### src/rtl/rom_boot_loader.sv
// Boot sequencer: copies the program ROM image into main memory as little-endian
// 32-bit words, then releases the CPU from reset (or flags an error on overrun).
module rom_boot_loader #(
    parameter logic [31:0] MEM_BASE   = 32'h0,
    parameter int unsigned MAX_BYTES  = 4096,
    parameter bit          AUTO_START = 1'b1
) (
    input  logic        clk,
    input  logic        rst_n,
    input  logic        start,
    output logic [31:0] rom_address,
    input  logic [7:0]  rom_byte,
    input  logic        rom_done,
    output logic [31:0] mem_address,
    output logic [31:0] mem_data,
    output logic        mem_write_req,
    input  logic        mem_write_ack,
    output logic [31:0] bytes_loaded,
    output logic        busy,
    output logic        boot_done,
    output logic        boot_error,
    output logic        cpu_reset_n
);

    typedef enum logic [2:0] {
        ST_IDLE  = 3'd0,
        ST_FETCH = 3'd1,
        ST_WRITE = 3'd2,
        ST_DONE  = 3'd3,
        ST_ERROR = 3'd4
    } state_t;

    localparam logic [31:0] MAX_BYTES_W = 32'(MAX_BYTES);

    state_t      state_r, state_s;
    logic [31:0] rom_address_r, rom_address_s;
    logic [31:0] mem_address_r, mem_address_s;
    logic [31:0] mem_data_r, mem_data_s;
    logic        req_r, req_s;
    logic [31:0] bytes_r, bytes_s;
    logic [1:0]  lane_r, lane_s;
    logic        flush_r, flush_s;
    logic        busy_r, busy_s;
    logic        done_r, done_s;
    logic        error_r, error_s;
    logic        cpu_rst_n_r, cpu_rst_n_s;

    // Next-state and next-register computation; status flags decode the next state so they stay registered.
    always_comb begin
        state_s       = state_r;
        rom_address_s = rom_address_r;
        mem_address_s = mem_address_r;
        mem_data_s    = mem_data_r;
        req_s         = req_r;
        bytes_s       = bytes_r;
        lane_s        = lane_r;
        flush_s       = flush_r;

        case (state_r)
            ST_IDLE: begin
                if (AUTO_START || start) begin
                    state_s = ST_FETCH;
                end else begin
                    state_s = ST_IDLE;
                end
            end
            ST_FETCH: begin
                // The marker byte itself is never loaded; a partial word is flushed zero-padded.
                if (rom_done) begin
                    if (lane_r != 2'd0) begin
                        state_s = ST_WRITE;
                        flush_s = 1'b1;
                        req_s   = 1'b1;
                    end else begin
                        state_s = ST_DONE;
                    end
                end else if (bytes_r == MAX_BYTES_W) begin
                    state_s = ST_ERROR;
                end else begin
                    mem_data_s[{lane_r, 3'b000} +: 8] = rom_byte;
                    rom_address_s = rom_address_r + 32'd1;
                    bytes_s       = bytes_r + 32'd1;
                    lane_s        = lane_r + 2'd1;
                    if (lane_r == 2'd3) begin
                        state_s = ST_WRITE;
                        req_s   = 1'b1;
                    end else begin
                        state_s = ST_FETCH;
                    end
                end
            end
            ST_WRITE: begin
                if (mem_write_ack) begin
                    req_s         = 1'b0;
                    mem_address_s = mem_address_r + 32'd4;
                    mem_data_s    = 32'd0;
                    lane_s        = 2'd0;
                    flush_s       = 1'b0;
                    if (flush_r) begin
                        state_s = ST_DONE;
                    end else begin
                        state_s = ST_FETCH;
                    end
                end else begin
                    state_s = ST_WRITE;
                end
            end
            ST_DONE: begin
                state_s = ST_DONE;
            end
            ST_ERROR: begin
                state_s = ST_ERROR;
            end
            default: begin
                state_s = ST_ERROR;
                req_s   = 1'b0;
            end
        endcase

        busy_s      = (state_s == ST_FETCH) || (state_s == ST_WRITE);
        done_s      = (state_s == ST_DONE);
        error_s     = (state_s == ST_ERROR);
        cpu_rst_n_s = (state_s == ST_DONE);
    end

    // State and datapath registers with synchronous active-low reset.
    always_ff @(posedge clk) begin
        if (!rst_n) begin
            state_r       <= ST_IDLE;
            rom_address_r <= 32'd0;
            mem_address_r <= MEM_BASE;
            mem_data_r    <= 32'd0;
            req_r         <= 1'b0;
            bytes_r       <= 32'd0;
            lane_r        <= 2'd0;
            flush_r       <= 1'b0;
            busy_r        <= 1'b0;
            done_r        <= 1'b0;
            error_r       <= 1'b0;
            cpu_rst_n_r   <= 1'b0;
        end else begin
            state_r       <= state_s;
            rom_address_r <= rom_address_s;
            mem_address_r <= mem_address_s;
            mem_data_r    <= mem_data_s;
            req_r         <= req_s;
            bytes_r       <= bytes_s;
            lane_r        <= lane_s;
            flush_r       <= flush_s;
            busy_r        <= busy_s;
            done_r        <= done_s;
            error_r       <= error_s;
            cpu_rst_n_r   <= cpu_rst_n_s;
        end
    end

    assign rom_address   = rom_address_r;
    assign mem_address   = mem_address_r;
    assign mem_data      = mem_data_r;
    assign mem_write_req = req_r;
    assign bytes_loaded  = bytes_r;
    assign busy          = busy_r;
    assign boot_done     = done_r;
    assign boot_error    = error_r;
    assign cpu_reset_n   = cpu_rst_n_r;

endmodule

### config.mk
export PLATFORM = sky130hd
export DESIGN_NAME = rom_boot_loader
export DESIGN_NICKNAME = d
export VERILOG_FILES = /design/src/rtl/rom_boot_loader.sv
export SDC_FILE = /design/constraint.sdc
export NUM_CORES = 1
export LEC_CHECK = 0
export CORE_MARGIN = 5
export CORE_UTILIZATION = 30
export CTS_CLUSTER_DIAMETER = 200
export DETAILED_ROUTE_END_ITERATION = 10
export GPL_ROUTABILITY_DRIVEN = 0
export GPL_TIMING_DRIVEN = 0
export PLACE_DENSITY = 0.5
export SLEW_MARGIN = 30
export SYNTH_ARGS = -nofsm -noshare
export SYNTH_HDL_FRONTEND = slang
export SYNTH_SLANG_ARGS = --single-unit
### constraint.sdc
create_clock -name clk -period 2.4 [get_ports clk]
set_input_delay 0.24 -clock clk [delete_from_list [all_inputs] [get_ports clk]]
set_output_delay 0.24 -clock clk [all_outputs]
set_load 0.1 [all_outputs]
==> flow_summary.ini, run 1 <==
[die]
num_rows = 53
die_w_um = 156
core_area_sq_um = 21000
io_pins = 146
die_y_um = 156
start_util = 0.304
die_area_sq_um = 24300

[power]
p_per_area_nw_per_um2 = 610
p_total_mw = 5.40
irDropWorstVdd_mv = 0.477
p_leak_nw = 3.07

[detailed_routing]
firstDrtPassIters = 4
totalWireLength_um = 19800
num_vias = 5904
wl_per_cell_um = 16.4
vias_per_cell = 4.91
post-route-drc-count = 0
ant_nets = 0
drt_iter0_drc = 324

[placed_design]
dp_hpwl_um = 14600
placed_cells = 1164
port_buffers = 141

[timing]
setup_viol = 0
report.final.slew_viol_count = 0
fin_crit_ns = 2.32
skew_ns = 0.0137
min_period_over_period = 0.969
worstMarginPinSlew_ns = 1.03
hold_violations = 0
max_freq_mhz = 430
whs_ns = 0.322
timing.slew.headroom = 0.314
tns_ns = 0

[finish]
nFillCells = 2141
syn2layout_area_growth_pct = 39.0
stdcell_count = 1203
drive_gt1_frac = 0.124
final_nets = 938
final_util = 0.423
n_antenna_cell = 0

[run_status]
status = completed

[clock_tree]
clock_latency_ns = 0.42
root_buffer = clkbuf_16
htreeDepth = 4
clkTransAtPathRegs_ns = 0.06
cts_sinks = 136
cts_buffers = 17
hold_buffers = 0
clk_path_buf_depth = 2
cts_tree = done

[worst_setup_path]
crit_chain = clkdlybuf4s50_1
arrival_ns = 2.08
cpPeakStageDelay_ns = 1.19
crit_buf_inv = 1
crit_family = buffers and inverters
cp-end-kind = output pin
cp-start-kind = register
crit_type = reg2out
cp_max_fo = 6
slowest_stage = clkdlybuf4s50_1
critical_path_required_ns = 2.16

[min_path]
hp-class = in2reg

[logic_synthesis]
netlist_area_sq_um = 6370
synth_most_common_cell = dfxtp_1
synth_top_area_frac = 0.427
synth.distinct_cells = 60
synthTopCellsByArea = dfxtp_1 43%, nand2_1 5.5%, xor2_1 4.4%, mux2i_1 3.9%, nor2_1 3.8%
synth_ff_type = dfxtp_1
synth_seq_cells = 136
synthCells = 747
synth_edf_count = 0
synthArstFlopShare = 0
netlist_top_cells_count = 136 x dfxtp_1, 93 x nand2_1, 65 x nor2_1, 44 x nand3_1, 35 x a21oi_1
yosysTopAreaCell = dfxtp_1
ys_seq_area_frac = 0.427
avgSynthCellArea_sq_um = 8.53
synth-warning-count = 0

[job]
drv_cap = 0

[grt]
grt_max_degree = 17
grt_pass1_wl_um = 31600
antenna_found_initial = 0
grt_pass1_vias = 5690
track_usage = 0.163
grt_overflow = 0
[power breakdown]
| part | internal, mW | switching (mW) | total (mW) |
|---|---|---|---|
| Clock | 1.60 | 1.07 | 2.67 |
| Sequential | 2.28 | 0.0230 | 2.30 |
| Combinational | 0.116 | 0.315 | 0.431 |
| Total | 3.99 | 1.41 | 5.40 |
[final timing paths]
path | from | to | slack (ns) | cells after the start
min reg2reg | mem_data[12]$_SDFFE_PN0P_ | mem_data[12]$_SDFFE_PN0P_ | 0.46 | 2
min | rst_n | bytes_loaded[5]$_SDFFE_PN0P_ | 0.32 | 3
max | rom_address[15]$_SDFFE_PN0P_ | rom_address[15] | 0.08 | 1
max reg2reg | bytes_loaded[0]$_SDFFE_PN0P_ | rom_address[24]$_SDFFE_PN0P_ | 0.10 | 10
[layout make-up]
| type | instances | area (sq um) | share of cell area |
|---|---|---|---|
| well taps | 275 | 344 | 0.0388 |
| clock inverters | 13 | 141 | 0.0160 |
| repair buffers | 149 | 1470 | 0.166 |
| flip-flops and latches | 136 | 2770 | 0.313 |
| inverters | 22 | 82.6 | 0.00932 |
| plain buffers | 40 | 184 | 0.0208 |
| clock buffers | 19 | 453 | 0.0511 |
| multi-input cells | 549 | 3420 | 0.386 |
[cells in the final DEF (no fill, tap or decap), types with 3 or more instances in the layout]
| cell | synthesis | layout |
|---|---|---|
| clkdlybuf4s50_1 | 0 | 140 |
| dfxtp_1 | 136 | 96 |
| nand2_1 | 93 | 93 |
| nor2_1 | 65 | 65 |
| nand3_1 | 44 | 44 |
| dfxtp_2 | 0 | 40 |
| a21oi_1 | 35 | 35 |
| xor2_1 | 32 | 32 |
| o21ai_0 | 32 | 32 |
| nand4_1 | 27 | 27 |
| mux2i_1 | 25 | 25 |
| clkbuf_1 | 26 | 24 |
| inv_1 | 22 | 22 |
| xnor2_1 | 20 | 20 |
| or3_1 | 19 | 19 |
| nor4_1 | 18 | 17 |
| clkbuf_16 | 0 | 17 |
| and4_1 | 15 | 15 |
| nor3_1 | 15 | 14 |
| buf_4 | 3 | 11 |
| and3_1 | 10 | 10 |
| ha_1 | 10 | 10 |
| or4_1 | 9 | 9 |
| buf_2 | 8 | 8 |
| o31ai_1 | 8 | 8 |
| o21a_1 | 7 | 7 |
| and2_1 | 7 | 7 |
| o211ai_1 | 6 | 6 |
| o2111ai_1 | 6 | 6 |
| inv_6 | 0 | 5 |
| nand2b_1 | 4 | 4 |
| o41ai_1 | 3 | 3 |
| a21oi_2 | 3 | 3 |
| clkinvlp_4 | 0 | 3 |
| clkinv_2 | 0 | 3 |
[registers in the layout, summed over array words and instances, names as in the netlist]
| name | count |
|---|---|
| lane_r | 2 |
| state_r | 3 |
| mem_write_req | 1 |
| mem_data | 32 |
| boot_error | 1 |
| mem_address | 30 |
| bytes_loaded | 32 |
| flush_r | 1 |
| busy | 1 |
| rom_address | 32 |
| cpu_reset_n | 1 |
[logic make-up after synthesis]
kind of cell,share of synthesized area
mux,0.0393
flops,0.427
xor+xnor,0.0714
fa+ha+maj,0.0196
simple gates,0.288
other cells,0.000588
buf+inv,0.0418
compound gates,0.112
[per-layer routing]
| layer | vias up | wire length, um | global-route usage |
|---|---|---|---|
| met3 | 6 | 823 | 0.0402 |
| met4 | 0 | 118 | 0.0413 |
| li1 | 3015 | - | - |
| met2 | 107 | 9350 | 0.262 |
| met1 | 2776 | 9470 | 0.222 |
| met5 | - | 0 | 0 |
[per-stage QoR]
step / area (sq um) / worst slack, ns
after floorplan: 6430 / -0.0179
after global placement: 8180 / -0.379
after detailed placement: 8180 / -0.417
after CTS: 8840 / 0.0495
after global routing: 8860 / -0.00811
final: 8860 / 0.0752
[what timing repair did]
action | 4_1_cts | 5_1_grt
setup endpoints to repair | 32 | 32
setup buffers | 7 | 1
pin swaps | 4 | 1
resized for setup | 2 | 5
Note: power is estimated with default switching activity, not from simulation.
==> inputs of run 2 (changes only) <==
--- a/config.mk
+++ b/config.mk
@@ -5,13 +5,14 @@
 export SDC_FILE = /design/constraint.sdc
 export NUM_CORES = 1
 export LEC_CHECK = 0
+export CORE_ASPECT_RATIO = 0.8
 export CORE_MARGIN = 5
 export CORE_UTILIZATION = 30
 export CTS_CLUSTER_DIAMETER = 200
 export DETAILED_ROUTE_END_ITERATION = 10
 export GPL_ROUTABILITY_DRIVEN = 0
 export GPL_TIMING_DRIVEN = 0
-export PLACE_DENSITY = 0.5
+export PLACE_DENSITY = 0.52
 export SLEW_MARGIN = 30
 export SYNTH_ARGS = -nofsm -noshare
 export SYNTH_HDL_FRONTEND = slang
==> constraint.sdc (replaced) <==
create_clock -name clk -period 2.06 [get_ports clk]
set_input_delay 0.206 -clock clk [delete_from_list [all_inputs] [get_ports clk]]
set_output_delay 0.206 -clock clk [all_outputs]
set_load 0.1 [all_outputs]
==> run 2 against run 1 <==
The run now ends with setup timing left. Clock-buffer cell count rose by 5. Global-route usage rose by 0.31 points. Design area rose by 5.2%. Sequential cell count did not move.
==> flow_summary.ini, run 2 (synthesis results as in run 1) <==
[run_status]
status = complete, but fails checks
violations = setup timing

[worst_setup_path]
cp-start-kind = register
crit_chain = or4b_4 -> nor2_8 -> o21ai_4 -> buf_6 -> or4_4 -> a21oi_2
critical_path_required_ns = 2.40
cp-end-kind = register
cp_max_fo = 8
rr_startpoint = state_r[2]$_SDFF_PN0_
r2r_cells = 6
slowest_stage = or4b_4
crit_family = simple AND/OR/NAND/NOR gates
crit_buf_inv = 1
rrSetupSlack_ns = -0.03
cpPeakStageDelay_ns = 0.62
reg2reg_to = rom_address[22]$_SDFFE_PN0P_
arrival_ns = 2.42
crit_type = reg2reg

[detailed_routing]
wl_per_cell_um = 17.1
vias_per_cell = 5.05
post-route-drc-count = 0
drt_iter0_drc = 406
ant_nets = 0
totalWireLength_um = 20700
num_vias = 6097
firstDrtPassIters = 5

[timing]
report.final.slew_viol_count = 0
hold_violations = 0
rsz0062_at_grt = yes
skew_ns = 0.0122
whs_ns = 0.277
worstMarginPinSlew_ns = 1.03
min_period_over_period = 1.01
tns_ns = -0.0557
timing.slew.headroom = 0.317
setup_viol = 4
fin_crit_ns = 2.09
setup_slack_ns = -0.0278
max_freq_mhz = 479

[power]
clkPwrFrac = 0.517
irDropWorstVdd_mv = 0.464
p_per_area_nw_per_um2 = 706
p_int_mw = 4.95
seq_power_share = 0.401
switching_share = 0.248
p_comb_frac = 0.081
p_total_mw = 6.58
switchingPower_mw = 1.63
p_leak_nw = 3.95

[grt]
grt_pass1_vias = 5751
grt_pass1_wl_um = 32600
antenna_found_initial = 0
grt_overflow = 0
track_usage = 0.166
grt_max_degree = 17

[die]
start_util = 0.306
io_pins = 146
core_area_sq_um = 20800
die_area_sq_um = 24300
die_y_um = 140
die_w_um = 173
num_rows = 47

[clock_tree]
clkTransAtPathRegs_ns = 0.06
cts_buffers = 17
hold_buffers = 0
clk_path_buf_depth = 2
cts_tree = done
clock_latency_ns = 0.42
root_buffer = clkbuf_16
cts_sinks = 136
htreeDepth = 4

[finish]
syn2layout_area_growth_pct = 46.2
design_area_sq_um = 9320
drive_gt1_frac = 0.222
final_common_cell = dlygate4sd2_1
n_antenna_cell = 0
layout_common_cells = 130 x dlygate4sd2_1, 93 x nand2_1, 64 x nor2_1, 50 x dfxtp_1, 46 x dfxtp_2
final_nets = 948

[min_path]
hold_path_depth = 3
hp-class = in2reg
hp-start = rst_n
whs_endpoint = bytes_loaded[5]$_SDFFE_PN0P_

[placed_design]
port_buffers = 141
dpl-instance-area_sq_um = 8360
place_worst_setup_slack_ns = -0.533
dp_hpwl_um = 14700

[job]
drv_cap = 0
## run 2: cell count changes in the layout (fill, tap and decap cells not counted), sizes merged, moves of 3 or more
cell and change:
buf +12, clkbuf +4, clkdlybuf4s50 -131, dlygate4sd2 +130, clkinvlp -3, inv -3
## run 2: worst max path at each step
stage / from / to / slack, ns / cells after the start
3_5_place_dp: rom_done / bytes_loaded[5]$_SDFFE_PN0P_ / -0.53 / 6
4_1_cts: state_r[0]$_SDFF_PN0_ / rom_address[22]$_SDFFE_PN0P_ / -0.006 / 7
6_report: state_r[2]$_SDFF_PN0_ / rom_address[22]$_SDFFE_PN0P_ / -0.03 / 6
5_1_grt: state_r[2]$_SDFF_PN0_ / rom_address[22]$_SDFFE_PN0P_ / -0.07 / 6
3_3_place_gp: rom_done / bytes_loaded[5]$_SDFFE_PN0P_ / -0.57 / 6
2_1_floorplan: bytes_loaded[0]$_SDFFE_PN0P_ / rom_address[26]$_SDFFE_PN0P_ / -0.02 / 9
## run 2: timing repair
action,in CTS,in global routing
pin swaps,10,13
cloned,1,1
setup endpoints to repair,219,105
buffers inserted,11,10
resized for setup,166,41
## run 2: final cells by class
cell class              count  area, sq um
plain buffers              36          210
clock inverters             8          128
repair buffers            163         1410
inverters                  22         87.6
clock buffers              24          534
multi-input cells         549         3680
fillers                  2137        11500
well taps                 269          337
flip-flops and latches    136         2930
## run 2: tightest hold or removal path, cell delays in order
cell	delay, ns
clkbuf_1	0.25
nand2b_1	0.15
o41ai_1	0.05
## run 2: stage by stage
step,instances,util
floorplan,748,-
global placement,1158,0.402
detailed placement,1158,0.401
CTS,1201,0.437
global route,1207,0.448
finish,1207,0.448
## run 2: power groups by stage
stage               Combinational, mW  Clock [mW]  Sequential (mW)
floorplan                       0.210           0             2.82
global placement                0.499           0             2.70
detailed placement              0.496           0             2.70
CTS                             0.512        3.47             2.64
global route                    0.571        3.60             2.64
finish                          0.534        3.40             2.64
## run 2: routing by layer
metal | GRT usage | vias to the layer above | wire, um
li1 | - | 3036 | -
met1 | 0.249 | 2888 | 10800
met2 | 0.234 | 161 | 8550
met3 | 0.0496 | 12 | 1170
met4 | 0.0361 | 0 | 146
met5 | 0 | - | 0
